### src/rtl/aes_inv_cipher_ctrl.sv
// Iterative AES inverse-cipher round scheduler: one round per clk, shared inverse S-box bank, async key store.
// Optional build macro AES_INV_ABORT_EN adds an abort input that drops the block in flight.

module aes_inv_mix_columns (
  input  logic [0:127] din,
  output logic [0:127] dout
);
  function automatic logic [7:0] xt(input logic [7:0] b);
    return {b[6:0], 1'b0} ^ (b[7] ? 8'h1b : 8'h00);
  endfunction

  function automatic logic [31:0] imc_col(input logic [31:0] col);
    logic [7:0] a [4];
    logic [7:0] m9 [4];
    logic [7:0] mb [4];
    logic [7:0] md [4];
    logic [7:0] me [4];
    logic [7:0] x2, x4, x8;
    for (int i = 0; i < 4; i++) begin
      a[i]  = col[31-8*i -: 8];
      x2    = xt(a[i]);
      x4    = xt(x2);
      x8    = xt(x4);
      m9[i] = x8 ^ a[i];
      mb[i] = x8 ^ x2 ^ a[i];
      md[i] = x8 ^ x4 ^ a[i];
      me[i] = x8 ^ x4 ^ x2;
    end
    return {me[0] ^ mb[1] ^ md[2] ^ m9[3],
            m9[0] ^ me[1] ^ mb[2] ^ md[3],
            md[0] ^ m9[1] ^ me[2] ^ mb[3],
            mb[0] ^ md[1] ^ m9[2] ^ me[3]};
  endfunction

  for (genvar c = 0; c < 4; c++) begin : g_col
    assign dout[32*c +: 32] = imc_col(din[32*c +: 32]);
  end
endmodule

module aes_inv_cipher_ctrl #(
  parameter int NR     = 10,
  parameter int KEY_AW = 4
) (
  input  logic              clk,
  input  logic              rst,
  input  logic              in_valid,
  output logic              in_ready,
  input  logic [0:127]      din,
  output logic [KEY_AW-1:0] key_addr,
  input  logic [0:127]      key_data,
  output logic              sbox_req,
  output logic [0:127]      sbox_in,
  input  logic [0:127]      sbox_out,
  output logic              out_valid,
  input  logic              out_ready,
  output logic [0:127]      dout,
  output logic              busy
`ifdef AES_INV_ABORT_EN
  ,
  input  logic              abort
`endif
);
  // state | meaning
  // IDLE  | waiting for ciphertext
  // INIT  | initial AddRoundKey with key NR
  // ROUND | full inverse rounds, rnd = NR-1 .. 1
  // FINAL | last round without InvMixColumns, key 0
  // DONE  | plaintext held on dout until out_ready
  typedef enum logic [2:0] {IDLE, INIT, ROUND, FINAL, DONE} state_t;

  localparam logic [KEY_AW-1:0] NR_K  = KEY_AW'(NR);
  localparam logic [KEY_AW-1:0] NR_M1 = KEY_AW'(NR - 1);

  state_t              state;
  logic [0:127]        state_reg;
  logic [KEY_AW-1:0]   rnd;
  logic [0:127]        imc_out;
  logic                accept;
  logic                abort_i;

`ifdef AES_INV_ABORT_EN
  assign abort_i = abort;
`else
  assign abort_i = 1'b0;
`endif

  assign in_ready = (state == IDLE) | ((state == DONE) & out_ready);
  assign accept   = in_valid & in_ready;
  assign dout     = state_reg;

  // InvShiftRows: row r of column c takes row r of column (c - r) mod 4
  always_comb begin
    sbox_in = '0;
    for (int c = 0; c < 4; c++)
      for (int r = 0; r < 4; r++)
        sbox_in[8*(4*c+r) +: 8] = state_reg[8*(4*((c-r+4)%4)+r) +: 8];
  end

  aes_inv_mix_columns u_imc (
    .din  (sbox_out ^ key_data),
    .dout (imc_out)
  );

  always_ff @(posedge clk) begin
    if (rst) begin
      state     <= IDLE;
      state_reg <= '0;
      rnd       <= '0;
      key_addr  <= '0;
      out_valid <= 1'b0;
      busy      <= 1'b0;
      sbox_req  <= 1'b0;
    end else if (abort_i && state != IDLE) begin
      state     <= IDLE;
      state_reg <= '0;
      rnd       <= '0;
      key_addr  <= '0;
      out_valid <= 1'b0;
      busy      <= 1'b0;
      sbox_req  <= 1'b0;
    end else begin
      case (state)
        IDLE: begin
          if (accept) begin
            state_reg <= din;
            key_addr  <= NR_K;
            rnd       <= NR_M1;
            busy      <= 1'b1;
            state     <= INIT;
          end
        end
        INIT: begin
          state_reg <= state_reg ^ key_data;
          key_addr  <= NR_M1;
          sbox_req  <= 1'b1;
          state     <= ROUND;
        end
        ROUND: begin
          state_reg <= imc_out;
          key_addr  <= rnd - 1'b1;
          rnd       <= rnd - 1'b1;
          if (rnd == KEY_AW'(1)) state <= FINAL;
        end
        FINAL: begin
          state_reg <= sbox_out ^ key_data;
          sbox_req  <= 1'b0;
          out_valid <= 1'b1;
          state     <= DONE;
        end
        DONE: begin
          if (out_ready) begin
            out_valid <= 1'b0;
            if (in_valid) begin
              // back-to-back: next block starts without passing through IDLE
              state_reg <= din;
              key_addr  <= NR_K;
              rnd       <= NR_M1;
              state     <= INIT;
            end else begin
              busy  <= 1'b0;
              state <= IDLE;
            end
          end
        end
        default: state <= IDLE;
      endcase
    end
  end
endmodule

### config.mk
export PLATFORM = sky130hd
export DESIGN_NAME = aes_inv_cipher_ctrl
export DESIGN_NICKNAME = d
export VERILOG_FILES = /design/src/rtl/aes_inv_cipher_ctrl.sv
export SDC_FILE = /design/constraint.sdc
export NUM_CORES = 1
export LEC_CHECK = 0
export ABC_AREA = 1
export BUFFER_PORTS_ARGS = -buffer_cell sky130_fd_sc_hd__buf_2
export CAP_MARGIN = 25
export CORE_AREA = 2 2 254 256
export CTS_BUF_LIST = sky130_fd_sc_hd__clkbuf_2 sky130_fd_sc_hd__clkbuf_4 sky130_fd_sc_hd__clkbuf_8
export DETAILED_ROUTE_END_ITERATION = 10
export DIE_AREA = 0 0 256 258
export PLACE_DENSITY = 0.65
export SLEW_MARGIN = 30
export SYNTH_ARGS = -nofsm -noshare
export SYNTH_HDL_FRONTEND = slang
export SYNTH_SLANG_ARGS = --single-unit
### constraint.sdc
create_clock -name clk -period 4.3 [get_ports clk]
set_input_delay 0.645 -clock clk [delete_from_list [all_inputs] [get_ports clk]]
set_output_delay 0.645 -clock clk [all_outputs]
set_load 0.02 [all_outputs]
==> impl_metrics.py, run 1 <==
metrics = {
    "pwr": {
        "power.share.clock_pct": 8.6,
        "leakagePower_nw": 16.5,
        "intPower_mw": 5.71,
        "seq_power_share_pct": 15.5,
        "ir_worst_vdd_mv": 0.360,
        "p_per_area_nw_per_um2": 463,
        "switchingPower_mw": 8.36,
        "swShare_pct": 59.4,
        "combPwrFrac_pct": 75.9,
        "power.total_mw": 14.1,
    },
    "layout": {
        "final_common_cell": "nand2_1",
        "drive_above_1_share_pct": 18.4,
        "nNetsFinal": 5451,
        "fillers": 6881,
        "layout_common_cells": "1827 x nand2_1, 650 x buf_2, 514 x xor2_1, 406 x nand3_1, 315 x nor2_1",
        "largest_reg_flops": 128,
        "syn_to_final_growth_pct": 14.6,
    },
    "job": {
        "timing.max_cap.violations": 0,
    },
    "floorplan": {
        "die_x_um": 256,
        "die_area_um2": 66000,
        "start_util_pct": 41.6,
        "top_level_ports": 652,
        "rows": 93,
        "core_um2": 63600,
        "die_y_um": 258,
    },
    "clock_network": {
        "cts_buffers": 17,
        "clk_root_buffer_cell": "clkbuf_8",
        "cts_sinks": 142,
        "cts_hold_buf": 0,
        "cts_tree": "yes",
        "cts-resized-gates": 0,
        "clkLatencyLatePin_ns": 0.60,
        "htree_levels": 4,
        "cts_buffer_depth": 2,
        "clk_pin_slew_ns": 0.11,
        "postCtsSetupBuffers": 0,
    },
    "timing": {
        "period_share_pct": 69.5,
        "hold_viol": 0,
        "post-route-min-period_ns": 2.99,
        "skew_ns": 0.0265,
        "worstMarginPinSlew_ns": 0.991,
        "slew_violations": 0,
        "relSlewSlack_pct": 33.4,
        "fin_hold_ws_ns": 0.340,
        "setup_tns_ns": 0,
        "rsz0062_at_grt": "no",
        "max_freq_ghz": 0.335,
        "setup_violations": 0,
        "setup_slack_ns": 1.31,
    },
    "critical_path": {
        "slowest_stage": "a21oi_4",
        "cpLargestDelayFamily": "buffers and inverters",
        "max_stage_delay_ns": 0.50,
        "worstPathArrival_ns": 3.52,
        "crit_type": "reg2reg",
        "start_kind": "flop",
        "worst-path-buf-inv": 5,
        "crit_path_max_fanout": 96,
        "crit_top_cell": "nor2_1",
        "critPathRequiredTime_ns": 4.83,
        "path_cells": "nor2_1, inv_2, nor2_1, inv_1, or2_1, o31ai_1, nor2_1, inv_2, a21oi_4, inv_8, buf_4, nor2_1, nand2_1, a21oi_1",
        "crit_path_end_kind": "flop",
    },
    "synthesis": {
        "async_reset_ff_share_pct": 0,
        "syn_area_um2": 26500,
        "synth-edff-count": 0,
        "syn_nets": 4968,
        "ys_types": 40,
        "synth-seq-area-share_pct": 10.7,
        "ys.flop_type": "dfxtp_1",
        "netlist_instances": 4578,
        "synth-warning-count": 0,
        "synth_area_per_cell_um2": 5.79,
        "ys_seq_elements": 142,
    },
    "place": {
        "port_buffers": 651,
        "hpwl_um": 90400,
        "gp_congestion": 1.05,
        "pre_cts_ws_ns": 0.947,
    },
    "grt": {
        "antenna_found_initial": 11,
        "grt_busiest_layer": "met2",
        "grt_max_degree": 140,
        "grt_use_met1_pct": 42.7,
        "grtUsageMet2_pct": 54.5,
        "grt_overflow": 0,
        "grt_pass1_wl_um": 169000,
        "grt_usage_pct": 33.0,
        "grt_pass1_vias": 27800,
        "met3_usage_pct": 4.89,
    },
    "route": {
        "vias": 31000,
        "ant_nets": 0,
        "wl_per_cell_um": 19.1,
        "drt_iter0_drc": 2944,
        "drc": 0,
        "routed_via_density": 5.23,
        "first_pass_iters": 6,
        "finalWirelength_um": 113000,
    },
    "outcome": {
        "status": "completed",
    },
    "hold_path": {
        "worstHoldPathType": "in2reg",
    },
}
-- tightest hold or removal path, delay by kind of cell --
kind,cells,cell delay [ns]
buf+inv,1,0.13
compound gates,1,0.05
simple gates,1,0.06
-- layout make-up --
class	count	area [µm²]	area share [%]
inverters	304	1150	3.80
clock inverters	12	111	0.367
diodes	8	20.0	0.0659
multi-input cells	3892	21100	69.6
well taps	855	1070	3.52
repair buffers	704	3770	12.4
clock buffers	19	255	0.841
flip-flops and latches	142	2840	9.36
-- synth_stat cells, types with 15 or more instances --
cell | n | area [µm²]
xnor2_1 | 224 | 1960
dfxtp_1 | 142 | 2840
xor2_1 | 515 | 4510
xnor2_2 | 18 | 293
nand3_1 | 406 | 2030
or2_1 | 15 | 93.8
clkbuf_1 | 82 | 308
buf_4 | 128 | 961
buf_2 | 30 | 150
nand3b_1 | 25 | 188
or2_2 | 48 | 300
nand2_1 | 1827 | 6860
a21oi_1 | 175 | 876
o21ai_0 | 45 | 225
inv_1 | 293 | 1100
a221oi_1 | 98 | 858
nor2_1 | 319 | 1200
nand2_2 | 59 | 369
xor2_2 | 36 | 586
-- cells by family after synthesis --
group	synth area share, %
AOI/OAI and AO/OA	8.39
xor gates and xnor gates	28.5
and+or+nand+nor	42.6
adders and majority gates	0.0945
DFF	10.7
buffers and inverters	9.66
-- final timing paths --
| kind | startpoint | end | slack (ns) | depth (start not counted) |
|---|---|---|---|---|
| worst max-delay path | state[0] | dout[29] | 1.31 | 14 |
| worst min-delay path | in_valid | busy | 0.34 | 3 |
| worst max register to register | state[0] | dout[29] | 1.31 | 14 |
| worst min register to register | rnd[1] | rnd[1] | 0.47 | 2 |
-- routing by layer --
| metal | share of wire, % | wire length [µm] |
|---|---|---|
| met2 | 45 | 51500 |
| met4 | 4.4 | 5010 |
| met1 | 43 | 48300 |
| met3 | 7.6 | 8600 |
| met5 | 0.011 | 13 |
-- power groups by stage --
stage	logic [mW]	clock network, mW	registers, mW
global placement	10.4	0	2.20
CTS	10.6	1.23	2.17
floorplan	7.39	0	2.44
finish	10.7	1.21	2.18
global route	11.7	1.27	2.22
detailed placement	10.5	0	2.20
-- metrics by stage --
step / area [µm²] / std cells / utilization [%]
finish: 30400 / 5936 / 47.7
global route: 30400 / 5935 / 47.7
CTS: 30300 / 5928 / 47.7
global placement: 29900 / 5896 / 47.0
detailed placement: 30000 / 5897 / 47.1
floorplan: 26500 / 4578 / -
Note: power is estimated with default switching activity, not from simulation.
==> inputs of run 2 (changes only) <==
--- a/config.mk
+++ b/config.mk
@@ -8,11 +8,11 @@
 export ABC_AREA = 1
 export BUFFER_PORTS_ARGS = -buffer_cell sky130_fd_sc_hd__buf_2
 export CAP_MARGIN = 25
-export CORE_AREA = 2 2 254 256
+export CORE_AREA = 2 2 253 255
 export CTS_BUF_LIST = sky130_fd_sc_hd__clkbuf_2 sky130_fd_sc_hd__clkbuf_4 sky130_fd_sc_hd__clkbuf_8
 export DETAILED_ROUTE_END_ITERATION = 10
-export DIE_AREA = 0 0 256 258
-export PLACE_DENSITY = 0.65
+export DIE_AREA = 0 0 255 257
+export PLACE_DENSITY = 0.66
 export SLEW_MARGIN = 30
 export SYNTH_ARGS = -nofsm -noshare
 export SYNTH_HDL_FRONTEND = slang
==> constraint.sdc (replaced) <==
create_clock -name clk -period 3 [get_ports clk]
set_input_delay 0.45 -clock clk [delete_from_list [all_inputs] [get_ports clk]]
set_output_delay 0.45 -clock clk [all_outputs]
set_load 0.02 [all_outputs]
==> impl_metrics.py, run 2 (synthesis gave the netlist of run 1 again) <==
metrics = {
    "route": {
        "drc": 0,
        "ant_nets": 0,
        "drt_iter0_drc": 2809,
        "wl_per_cell_um": 18.9,
        "routed_via_density": 5.18,
        "finalWirelength_um": 115000,
        "vias": 31600,
        "first_pass_iters": 6,
    },
    "layout": {
        "layout_common_cells": "1827 x nand2_1, 650 x buf_2, 515 x xor2_1, 406 x nand3_1, 315 x nor2_1",
        "final_common_cell": "nand2_1",
        "final_cell_area_um2": 31600,
        "fin_cells": 6098,
        "largest_reg_flops": 128,
        "drive_above_1_share_pct": 20.9,
        "nNetsFinal": 5617,
        "syn_to_final_growth_pct": 19.4,
    },
    "timing": {
        "worstMarginPinSlew_ns": 0.795,
        "setup_tns_ns": 0,
        "setup_slack_ns": 0.570,
        "period_share_pct": 81.0,
        "rsz0062_at_grt": "no",
        "hold_viol": 0,
        "max_freq_ghz": 0.411,
        "slew_violations": 0,
        "skew_ns": 0.0245,
        "relSlewSlack_pct": 46.9,
        "setup_violations": 0,
        "post-route-min-period_ns": 2.43,
    },
    "clock_network": {
        "postCtsSetupBuffers": 0,
        "cts_hold_buf": 0,
        "cts_tree": "yes",
        "htree_levels": 4,
        "cts_buffers": 17,
        "clk_pin_slew_ns": 0.12,
        "clk_root_buffer_cell": "clkbuf_8",
        "clkLatencyLatePin_ns": 0.60,
        "cts_buffer_depth": 2,
        "cts-resized-gates": 0,
        "cts_sinks": 142,
    },
    "floorplan": {
        "die_area_um2": 65500,
        "start_util_pct": 42.2,
        "top_level_ports": 652,
        "die_y_um": 257,
        "die_x_um": 255,
        "core_um2": 62700,
        "rows": 92,
    },
    "hold_path": {
        "min_path_cells": 3,
        "worstHoldPathType": "in2reg",
    },
    "job": {
        "timing.max_cap.violations": 0,
    },
    "pwr": {
        "leakagePower_nw": 17.3,
        "p_per_area_nw_per_um2": 657,
        "power.total_mw": 20.8,
        "ir_worst_vdd_mv": 0.419,
    },
    "grt": {
        "grt_max_degree": 75,
        "grt_overflow": 0,
        "antenna_found_initial": 17,
        "grt_usage_pct": 34.1,
        "grt_pass1_wl_um": 170000,
        "grt_pass1_vias": 28400,
    },
    "critical_path": {
        "worstPathArrival_ns": 2.97,
        "start_kind": "flop",
        "reg2regPathDepth": 14,
        "crit_path_max_fanout": 32,
        "critPathRequiredTime_ns": 3.54,
        "crit_path_end_kind": "flop",
        "crit_type": "reg2reg",
    },
    "place": {
        "dpl.cell_count": 6054,
        "pre_cts_ws_ns": 0.212,
        "gp_congestion": 1.03,
        "place_area_um2": 31200,
        "hpwl_um": 94200,
        "port_buffers": 651,
    },
    "outcome": {
        "status": "completed",
    },
}
[run 2: cell count changes in the layout (fill, tap and decap cells not counted), sizes merged]
| cell | previous run | this run |
|---|---|---|
| clkbuf | 19 | 18 |
| diode | 8 | 13 |
| bufinv | 1 | 2 |
| clkinv | 6 | 8 |
| inv | 306 | 304 |
| buf | 704 | 870 |
[run 2: layout make-up]
type / count / area, µm²
diodes: 13 / 32.5
clock buffers: 18 / 248
clock inverters: 13 / 141
fillers: 6705 / 31100
inverters: 304 / 1150
multi-input cells: 3892 / 21100
flip-flops and latches: 142 / 2840
well taps: 846 / 1060
repair buffers: 870 / 5030
[run 2: power breakdown]
part / total [mW] / leakage (nW) / switching, mW / internal [mW]
Sequential: 3.12 / 1.17 / 0.727 / 2.39
Clock: 1.82 / 0.191 / 1.06 / 0.758
Combinational: 15.9 / 15.9 / 10.3 / 5.52
[run 2: metal layers]
layer,routed length [µm],track usage (%),vias up
li1,-,-,15600
met1,48100,43.5,14300
met2,52400,54.9,1432
met3,8990,5.62,232
met4,5570,17.8,2
met5,15,0,-
[run 2: per-stage QoR]
step	utilization, %	hold WS [ns]
final	50.4	0.166
after global placement	49.7	0.449
after detailed placement	49.7	0.454
after CTS	50.4	0.121
after global routing	50.4	0.156
after floorplan	-	0.439
[run 2: critical path, stage by stage, from the launching register on]
cell and delay [ns]:
dfxtp_1 0.47, nor2_1 0.11, inv_2 0.11, nor2_1 0.06, inv_1 0.06, or2_1 0.11, o31ai_1 0.08, nor2_1 0.16
inv_2 0.06, a21oi_2 0.25, inv_8 0.18, buf_12 0.23, nor2_1 0.25, o21ai_0 0.13, a21oi_1 0.13
[run 2: worst paths after layout]
path / from / to / slack [ns]
worst max-delay path: state[0] / dout[15] / 0.57
worst min-delay path: din[31] / dout[31] / 0.17
worst max register to register: state[0] / dout[15] / 0.57
worst min register to register: rnd[1] / rnd[1] / 0.47
